File: src/rtl/flit_activity_sink.sv
// Receive end of the flit injection link used for energy characterization.
// It accepts flits from the packet injector whenever it is not stalled. Inside a
// start/stop measurement window it counts flits, packets, length errors, idle cycles
// and bit toggles (the Hamming distance between consecutive accepted flits).
// Ports:
//   clk, rst_n         clock (rising edge), asynchronous active-low reset
//   flit_valid/data    incoming flit; data[N-1:0] = operand 1, data[2N-1:N] = operand 2
//   flit_last          flit is the tail of its packet
//   flit_ready         combinational, equal to ~sink_stall
//   sink_stall         test-only backpressure
//   meas_start/stop    open / close the measurement window (pulses)
//   stat_valid         window closed, statistics frozen
//   flit_cnt .. last_pkt_toggles   saturating statistics counters (registered)
module flit_activity_sink #(
    parameter int unsigned N       = 13,
    parameter int unsigned PAYLOAD = 20,
    parameter int unsigned CNT_W   = 32
) (
    input  logic                 clk,
    input  logic                 rst_n,
    input  logic                 flit_valid,
    input  logic [2*N-1:0]       flit_data,
    input  logic                 flit_last,
    output logic                 flit_ready,
    input  logic                 sink_stall,
    input  logic                 meas_start,
    input  logic                 meas_stop,
    output logic                 stat_valid,
    output logic [CNT_W-1:0]     flit_cnt,
    output logic [CNT_W-1:0]     pkt_cnt,
    output logic [CNT_W-1:0]     len_err_cnt,
    output logic [CNT_W-1:0]     idle_cnt,
    output logic [CNT_W-1:0]     toggle_cnt,
    output logic [CNT_W-1:0]     last_pkt_toggles
);

    localparam int unsigned FW = 2 * N;
    localparam int unsigned TW = $clog2(FW + 1);
    localparam int unsigned AW = CNT_W + TW;
    localparam logic [CNT_W-1:0] CNT_MAX = '1;

    typedef enum logic [1:0] {ST_IDLE, ST_GAP, ST_PKT, ST_DONE} state_t;

    state_t            state_q, state_d;
    logic [FW-1:0]     prev_flit_q;
    logic [CNT_W-1:0]  pkt_len_q, pkt_len_d;
    logic [CNT_W-1:0]  pkt_tog_q, pkt_tog_d;
    logic [CNT_W-1:0]  flit_cnt_d, pkt_cnt_d, len_err_cnt_d, idle_cnt_d;
    logic [CNT_W-1:0]  toggle_cnt_d, last_pkt_toggles_d;
    logic              stat_valid_d;

    logic              accept;
    logic              in_window;
    logic              len_bad;
    logic [TW-1:0]     tog;
    logic [CNT_W:0]    len_plus;

    // Saturating add of a small increment to a counter.
    function automatic logic [CNT_W-1:0] sat_add(input logic [CNT_W-1:0] a,
                                                 input logic [TW-1:0]    b);
        logic [AW-1:0] sum;
        sum = AW'(a) + AW'(b);
        return (sum > AW'(CNT_MAX)) ? CNT_MAX : sum[CNT_W-1:0];
    endfunction

    assign flit_ready = ~sink_stall;
    assign accept     = flit_valid & ~sink_stall;
    assign in_window  = (state_q == ST_GAP) || (state_q == ST_PKT);
    assign tog        = TW'($countones(flit_data ^ prev_flit_q));

    // A saturated length can never be a valid length, so it is always an error.
    assign len_plus   = (CNT_W + 1)'(pkt_len_q) + (CNT_W + 1)'(1);
    assign len_bad    = (&pkt_len_q) || (len_plus != (CNT_W + 1)'(PAYLOAD));

    // Next-state and next-counter logic
    always_comb begin
        state_d            = state_q;
        pkt_len_d          = pkt_len_q;
        pkt_tog_d          = pkt_tog_q;
        flit_cnt_d         = flit_cnt;
        pkt_cnt_d          = pkt_cnt;
        len_err_cnt_d      = len_err_cnt;
        idle_cnt_d         = idle_cnt;
        toggle_cnt_d       = toggle_cnt;
        last_pkt_toggles_d = last_pkt_toggles;

        case (state_q)
            ST_IDLE, ST_DONE: begin
                if (meas_start) begin
                    state_d            = ST_GAP;
                    pkt_len_d          = '0;
                    pkt_tog_d          = '0;
                    flit_cnt_d         = '0;
                    pkt_cnt_d          = '0;
                    len_err_cnt_d      = '0;
                    idle_cnt_d         = '0;
                    toggle_cnt_d       = '0;
                    last_pkt_toggles_d = '0;
                end
            end
            ST_GAP: if (accept && !flit_last) state_d = ST_PKT;
            ST_PKT: if (accept && flit_last)  state_d = ST_GAP;
            default: state_d = ST_IDLE;
        endcase

        // Window accounting; the stop cycle itself is still counted.
        if (in_window) begin
            if (accept) begin
                flit_cnt_d   = sat_add(flit_cnt, TW'(1));
                toggle_cnt_d = sat_add(toggle_cnt, tog);
                if (flit_last) begin
                    pkt_cnt_d          = sat_add(pkt_cnt, TW'(1));
                    last_pkt_toggles_d = sat_add(pkt_tog_q, tog);
                    if (len_bad) len_err_cnt_d = sat_add(len_err_cnt, TW'(1));
                    pkt_len_d          = '0;
                    pkt_tog_d          = '0;
                end else begin
                    pkt_len_d = sat_add(pkt_len_q, TW'(1));
                    pkt_tog_d = sat_add(pkt_tog_q, tog);
                end
            end else begin
                idle_cnt_d = sat_add(idle_cnt, TW'(1));
            end
            if (meas_stop) state_d = ST_DONE;
        end

        stat_valid_d = (state_d == ST_DONE);
    end

    // State and statistics registers
    always_ff @(posedge clk or negedge rst_n) begin
        if (!rst_n) begin
            state_q          <= ST_IDLE;
            prev_flit_q      <= '0;
            pkt_len_q        <= '0;
            pkt_tog_q        <= '0;
            flit_cnt         <= '0;
            pkt_cnt          <= '0;
            len_err_cnt      <= '0;
            idle_cnt         <= '0;
            toggle_cnt       <= '0;
            last_pkt_toggles <= '0;
            stat_valid       <= 1'b0;
        end else begin
            state_q          <= state_d;
            if (accept) prev_flit_q <= flit_data;
            pkt_len_q        <= pkt_len_d;
            pkt_tog_q        <= pkt_tog_d;
            flit_cnt         <= flit_cnt_d;
            pkt_cnt          <= pkt_cnt_d;
            len_err_cnt      <= len_err_cnt_d;
            idle_cnt         <= idle_cnt_d;
            toggle_cnt       <= toggle_cnt_d;
            last_pkt_toggles <= last_pkt_toggles_d;
            stat_valid       <= stat_valid_d;
        end
    end

endmodule

File: config.mk
export PLATFORM = sky130hd
export DESIGN_NAME = flit_activity_sink
export DESIGN_NICKNAME = d
export VERILOG_FILES = /design/src/rtl/flit_activity_sink.sv
export SDC_FILE = /design/constraint.sdc
export NUM_CORES = 1
export LEC_CHECK = 0
export CAP_MARGIN = 0
export CORE_ASPECT_RATIO = 0.9
export CORE_MARGIN = 3
export CORE_UTILIZATION = 40
export CTS_CLUSTER_DIAMETER = 30
export DETAILED_ROUTE_END_ITERATION = 10
export PLACE_DENSITY = 0.61
export SLEW_MARGIN = 5
export SYNTH_ARGS = -nofsm -noshare
export SYNTH_HDL_FRONTEND = slang
export SYNTH_SLANG_ARGS = --single-unit
File: constraint.sdc
create_clock -name clk -period 21 [get_ports clk]
set_input_delay 2.1 -clock clk [delete_from_list [all_inputs] [get_ports clk]]
set_output_delay 2.1 -clock clk [all_outputs]
set_load 0.02 [all_outputs]
==> impl_results.md <==
- Outcome: complete, no violations
- Number of synthesized flops with an enable pin: 0
- Final nets: 2532
- Net Sw Power: 1.54 mW
- Top-count cell post-synth: nand2_1
- Largest cells by area after synthesis: dfrtp_1 39%, nand2_1 6.3%, o21ai_0 5.6%
- Synth top area share: 38.5%
- Count of state elements after synthesis: 285
- PD cells: 156 mW/mm2
- P&R area growth vs syn: 29.6%
- Minimum clock period: 9.22 ns
- Comb pwr share: 49.0%
- Setup_tns: 0 ns
- Final ANT Viol Nets: 0
- Placer Congestion: 0.911
- Dpl hpwl: 41.5 mm
- Clock latency on the worst-skew pair: 0.59 ns
- Area leader, netlist: dfrtp_1
- Maximum clock path buffer count: 3
- Starting Density: 40.6%
- Syn Nets: 2339
- Fraction of power spent switching nets: 41.3%
- Cts bufs inserted: 80
- RSZ-0062 raised after global routing: false
- Sequential share of power: 17.5%
- TritonRoute pass-1 iters: 6
- Final setup fails: 0
- Post-CTS setup buffer count: 0
- Total GRT Usage: 25.0%
- Setup crit end kind: register
- VDD IR max: 0.229 mV
- Worst setup path class: in -> reg
- Actual slew at the worst max-slew pin: 1.13 ns
- Wire per inst: 19.9 um
- Hold Crit Class: reg -> reg
- Synth Instances: 2254
- Largest net degree at the start of global routing: 95
- Post-synthesis async set-or-reset flop share: 100%
- Critical path startpoint category: input pin
- Die extent in y: 210 um
- Max FO, Critical Path: 24
- Vias per cell: 5.96
- Num rows: 74
- IO Pins: 227
- H-tree depth: 3
- YS warnings: 0
- Post-CTS Resized: 0
- Most common library cells after synthesis: 311 x nand2_1, 285 x dfrtp_1, 206 x o21ai_0, 169 x nor2_1, 165 x a21oi_1
- Clock power share: 33.5%
- Core box area: 0.0456 mm2
- Final wirelength: 62.1 mm
- First-pass GRT wire length: 99.4 mm
- Internal: 2.20 mW
- Arr. time, crit path: 9.71 ns
- Vias: 18600
- Worst Path Required: 21.49 ns
- Fmax: 0.108 GHz
- Final non-filler cell total: 3115
- Final Hold Vio Count: 0
- Max-Cap Viols: 0
- DRC viols: 0
- Seq/Total Area, Yosys: 38.5%
- TritonCTS clock tree: yes
- Syn Area/Cell: 8.21 um2
- Final count of pins violating max slew: 0
- Post-Synthesis Cell Area: 0.0185 mm2
- GR Overflow Total: 0
- Number of antenna violations at the first check in global routing: 1
- Vias in the first global route: 17900
- # diodes: 0
- Layout cell share with drive strength beyond 1: 8.34%
- Post-route clock period utilization: 43.9%
- Clk sinks: 285
- Clk_skew: 0.0221 ns
- Die width: 233 um
- Post-CTS Hold Fix Bufs: 0
- DRT iter0 DRCs: 1530
- Worst rel slew slack: 24.0%
- Die area: 0.0489 mm2
- Root buf cell: clkbuf_16
- Port Buffer Count: 226
- Dpl cells: 2973
- Ys flop type: dfrtp_1
- Pleak: 9.57 nW
- Clk slew on worst S/H paths: 0.04 ns
- Synth unique cells: 90
-- critical path, cell delays in order --
cell             delay (ns)
clkdlybuf4s50_1        0.44
xor2_1                 0.18
fa_1                   0.54
inv_1                  0.05
fa_1                   0.50
inv_1                  0.05
fa_1                   0.46
fa_1                   0.55
inv_1                  0.06
fa_1                   0.50
fa_1                   0.54
inv_1                  0.05
ha_1                   0.22
fa_1                   0.41
a21o_1                 0.20
a21oi_1                0.16
xnor2_1                0.16
ha_1                   0.39
a21oi_1                0.16
or3_1                  0.51
nor3_1                 0.32
nand4_1                0.35
buf_4                  0.35
nand2_1                0.12
mux2i_1                0.09
o21ai_0                0.24
-- through the flow --
stage / hold slack, ns / setup slack, ns / power (mW) / area (um2) / utilization (%)
after floorplan: 0.456 / 12.51 / 1.96 / 18500 / -
after global placement: 0.478 / 11.36 / 2.41 / 21200 / 46.5
after detailed placement: 0.484 / 11.20 / 2.49 / 21200 / 46.5
after CTS: 0.493 / 11.84 / 3.77 / 24000 / 52.6
after global routing: 0.513 / 11.40 / 4.02 / 24000 / 52.6
final: 0.488 / 11.78 / 3.74 / 24000 / 52.6
-- logic make-up after synthesis --
family	Yosys count	share of synthesized area [%]
AO/OA/AOI/OAI	648	22.0
buffers and inverters	217	4.62
multiplexers	13	0.724
flip-flops	285	38.5
XOR/XNOR	94	4.45
AND/OR/NAND/NOR	945	25.3
adder cells (fa/ha/maj)	52	4.33
-- cell type report --
cell class | instances | area (um2)
flip-flops and latches | 285 | 7130
inverters | 79 | 297
clock buffers | 101 | 2210
repair buffers | 249 | 2440
fillers | 4244 | 21600
well taps | 608 | 761
multi-input cells | 1752 | 10600
clock inverters | 41 | 569
-- cell usage in the layout (no fill, tap or decap), types with 10 or more instances in the layout --
| cell type | synthesis | layout |
|---|---|---|
| o22ai_1 | 14 | 14 |
| nor2_1 | 169 | 164 |
| o31ai_1 | 10 | 10 |
| inv_1 | 79 | 79 |
| or3_1 | 20 | 20 |
| a21o_1 | 17 | 17 |
| clkdlybuf4s50_1 | 0 | 225 |
| nor4_1 | 44 | 43 |
| fa_1 | 20 | 20 |
| or4_1 | 14 | 14 |
| xor2_1 | 40 | 40 |
| clkinv_2 | 0 | 12 |
| and2_1 | 14 | 13 |
| clkbuf_1 | 118 | 10 |
| nand3_1 | 106 | 106 |
| o21ai_0 | 206 | 206 |
| a311oi_1 | 30 | 30 |
| nor3_1 | 74 | 74 |
| ha_1 | 32 | 32 |
| a211oi_1 | 24 | 24 |
| a22o_1 | 20 | 20 |
| nand4_1 | 58 | 58 |
| a41oi_1 | 13 | 13 |
| clkbuf_16 | 0 | 82 |
| bufinv_16 | 0 | 12 |
| mux2i_1 | 10 | 10 |
| and4_1 | 17 | 17 |
| a31oi_1 | 60 | 60 |
| a21oi_1 | 165 | 165 |
| and3_1 | 53 | 53 |
| buf_4 | 1 | 23 |
| nand2_1 | 311 | 310 |
| dfrtp_1 | 285 | 285 |
| xnor2_1 | 54 | 54 |
-- layer usage --
layer,vias to the layer above,global-route usage [%],wire (um)
met3,102,6.08,4650
met2,678,38.9,28200
met1,9086,34.8,28000
li1,8702,-,-
met4,0,6.94,1300
met5,-,0,0
-- path summary, 6_finish.rpt --
kind | start | to | slack, ns | depth (start not counted)
max in group asynchronous | rst_n | toggle_cnt[19] | 17.26 | 3
min reg2reg | prev_flit_q[21] | prev_flit_q[21] | 0.49 | 2
max | flit_data[11] | last_pkt_toggles[8] | 11.78 | 26
min in group asynchronous | rst_n | pkt_cnt[11] | 1.55 | 1
max reg2reg | prev_flit_q[11] | last_pkt_toggles[8] | 13.35 | 25
min | prev_flit_q[21] | prev_flit_q[21] | 0.49 | 2
-- power by group through the flow --
stage | logic, mW | registers (mW) | clock network [mW]
6_report | 1.83 | 0.653 | 1.25
5_1_grt | 2.05 | 0.660 | 1.31
4_1_cts | 1.84 | 0.653 | 1.27
3_5_place_dp | 1.83 | 0.660 | 0
3_3_place_gp | 1.75 | 0.659 | 0
2_1_floorplan | 1.29 | 0.672 | 0
-- state kept, by name, indices dropped and copies added, names as in the netlist --
name	count
flit_cnt	32
idle_cnt	32
last_pkt_toggles	32
len_err_cnt	32
pkt_cnt	32
pkt_len_q	32
pkt_tog_q	32
prev_flit_q	26
stat_valid	1
state_q	2
toggle_cnt	32
No activity file was read; power rests on OpenSTA's default activity.
==> variant (config.mk and constraints unchanged) <==
Set the parameter `N` to 15 (it was 13).
--- a/src/rtl/flit_activity_sink.sv
+++ b/src/rtl/flit_activity_sink.sv
@@ -12,7 +12,7 @@
 //   stat_valid         window closed, statistics frozen
 //   flit_cnt .. last_pkt_toggles   saturating statistics counters (registered)
 module flit_activity_sink #(
-    parameter int unsigned N       = 13,
+    parameter int unsigned N       = 15,
     parameter int unsigned PAYLOAD = 20,
     parameter int unsigned CNT_W   = 32
 ) (
Ports: changed (resized flit_data); port bits go from 227 to 231. No check against the original RTL was run, so the function may have changed too.
==> variant against the unedited design <==
Total power grew 12%; non-clock buffer count is 5 higher; routed wire length rose by 5.7%; clock power up 11%; design area rose by 5.2%; sequential share of layout area is 1.1 points lower; worst hold slack improved by 0.0025 ns; sequential cell count rose by 4; worst setup slack worse by 0.22 ns; combinational power is 15% higher; synthesized area is 5.4% higher; critical path type unchanged; largest cell class unchanged; highest routed layer unchanged.
==> variant: results (changes against the unedited design) <==
* Final #Nets at 2644 (+4.4%)
* Synth Area in Compound Gates at 21.5% (-0.56 points)
* Pin count of the biggest net entering global routing at 92 (-3.2%)
* Skew final at 0.0186 ns (-0.00343 ns)
* DR WL/cell at 20.2 um (+1.4%)
* Met1 Usage GRT at 35.2% (+0.38 points)
* Worst rel slew slack at 15.9% (-8.1 points)
* Cts bufs inserted at 86 (+7.5%)
* Via count at 19700 (+6.2%)
* Leakage at 9.89 nW (+3.3%)
* Syn. warnings at 0 (unchanged)
* Post-cts sizing count at 0 (unchanged)
* Reg2Reg Depth at 23 (-8.0%)
* Post-synthesis mux area share at 0.577% (-0.15 points)
* Dpl ws at 11.03 ns (-0.173 ns)
* Worst vdd ir at 0.323 mV (+41%)
* Reg2reg setup slack at 13.13 ns (-0.22 ns)
* XOR/XNOR share of the synthesized area at 4.04% (-0.41 points)
* Status: complete, no violations
* M2 GR Usage at 39.0% (+0.16 points)
* Worst hold start: prev_flit_q[6]
* Critical Path Fanout Max at 13 (-46%)
* M3 GR Usage at 5.44% (-0.64 points)
* Synth Flop Type: dfrtp_1
* GRT Util Overall at 25.0% (+0.068 points)
* CTS root buf: clkbuf_16
* GP Congestion at 0.931 (+2.2%)
* Initial antenna violation count at 0 (-1)
* Synth Area in Adders at 4.45% (+0.12 points)
* Top cells by area, synth: dfrtp_1 37%, nand2_1 5.8%, o21ai_0 4.7%
* Fraction of layout cells with a size suffix above 1 at 8.66% (+0.32 points)
* Synth cell types at 87 (-3.3%)
* Sequential fraction of the synthesis area at 37.1% (-1.5 points)
* Global-route wire length before repair at 106000 um (+6.7%)
* RR Endpoint: toggle_cnt[25]
* Vias in the first global route at 19100 (+6.4%)
* Syn Nets at 2473 (+5.7%)
* Dpl cell area at 22100 um2 (+4.3%)
* Most common library cells after synthesis: 299 x nand2_1, 289 x dfrtp_1, 184 x o21ai_0
* IO Port Bufs at 230 (+1.8%)
* Initial drt markers at 1495 (-2.3%)
* Synth Instances at 2381 (+5.6%)
* Hold Path Sink: prev_flit_q[6]
* # placed instances at 3088 (+3.9%)
* Via density at 6.08 (+2.0%)
* DP HPWL at 43700 um (+5.2%)
-- variant: kinds of logic after synthesis --
group	after synthesis
simple gates	1040
mux	11
xor+xnor	90
buf+inv	251
fa+ha+maj	55
compound gates	645
flops	289
-- variant: routing by layer --
metal | up-vias | routed length, um
met5 | - | 0
met4 | 0 | 1400
met3 | 120 | 4670
met2 | 741 | 30100
met1 | 9661 | 29500
li1 | 9202 | -
-- variant: how the worst max path moves through the flow --
stage	start	slack, ns	cells after the start	end
6_report	flit_data[11]	11.56	24	toggle_cnt[25]
5_1_grt	flit_data[13]	11.11	24	toggle_cnt[21]
2_1_floorplan	flit_data[0]	12.41	22	last_pkt_toggles[30]
4_1_cts	flit_data[11]	11.58	24	toggle_cnt[25]
3_5_place_dp	flit_data[11]	11.03	24	toggle_cnt[25]
3_3_place_gp	flit_data[0]	11.15	22	last_pkt_toggles[24]
-- variant: through the flow --
step | hold slack [ns] | total power [W]
2_1_floorplan | 0.456 | 0.00222
3_5_place_dp | 0.482 | 0.00280
5_1_grt | 0.516 | 0.00455
3_3_place_gp | 0.471 | 0.00274
6_report | 0.491 | 0.00417
4_1_cts | 0.495 | 0.00421
-- variant: cell type report --
class                   count  area, um2
clock buffers             104       2320
clock inverters            53        783
fillers                  4412      22800
inverters                  80        300
multi-input cells        1841      11300
flip-flops and latches    289       7230
well taps                 624        781
repair buffers            254       2490
-- variant: worst max-delay path, stage by stage --
cell and delay (ns):
clkdlybuf4s50_1 0.45, xor2_1 0.19, fa_1 0.55, inv_1 0.05, fa_1 0.50, inv_1 0.05
fa_1 0.47, fa_1 0.55, inv_1 0.05, fa_1 0.51, fa_1 0.54, inv_1 0.04
ha_1 0.21, fa_1 0.54, inv_1 0.10, fa_1 0.41, nor2b_1 0.12, o21ai_0 0.11
a21oi_1 0.38, o2111ai_1 0.29, nor3_1 0.76, nor2_1 0.44, and3_1 0.32, nor3_1 0.19
-- variant: power by group --
part	internal [W]	leakage (nW)	switching, W
logic	0.000844	4.43	0.00127
registers	0.000605	3.95	0.0000639
clock network	0.00100	1.51	0.000393
total	0.00245	9.89	0.00172
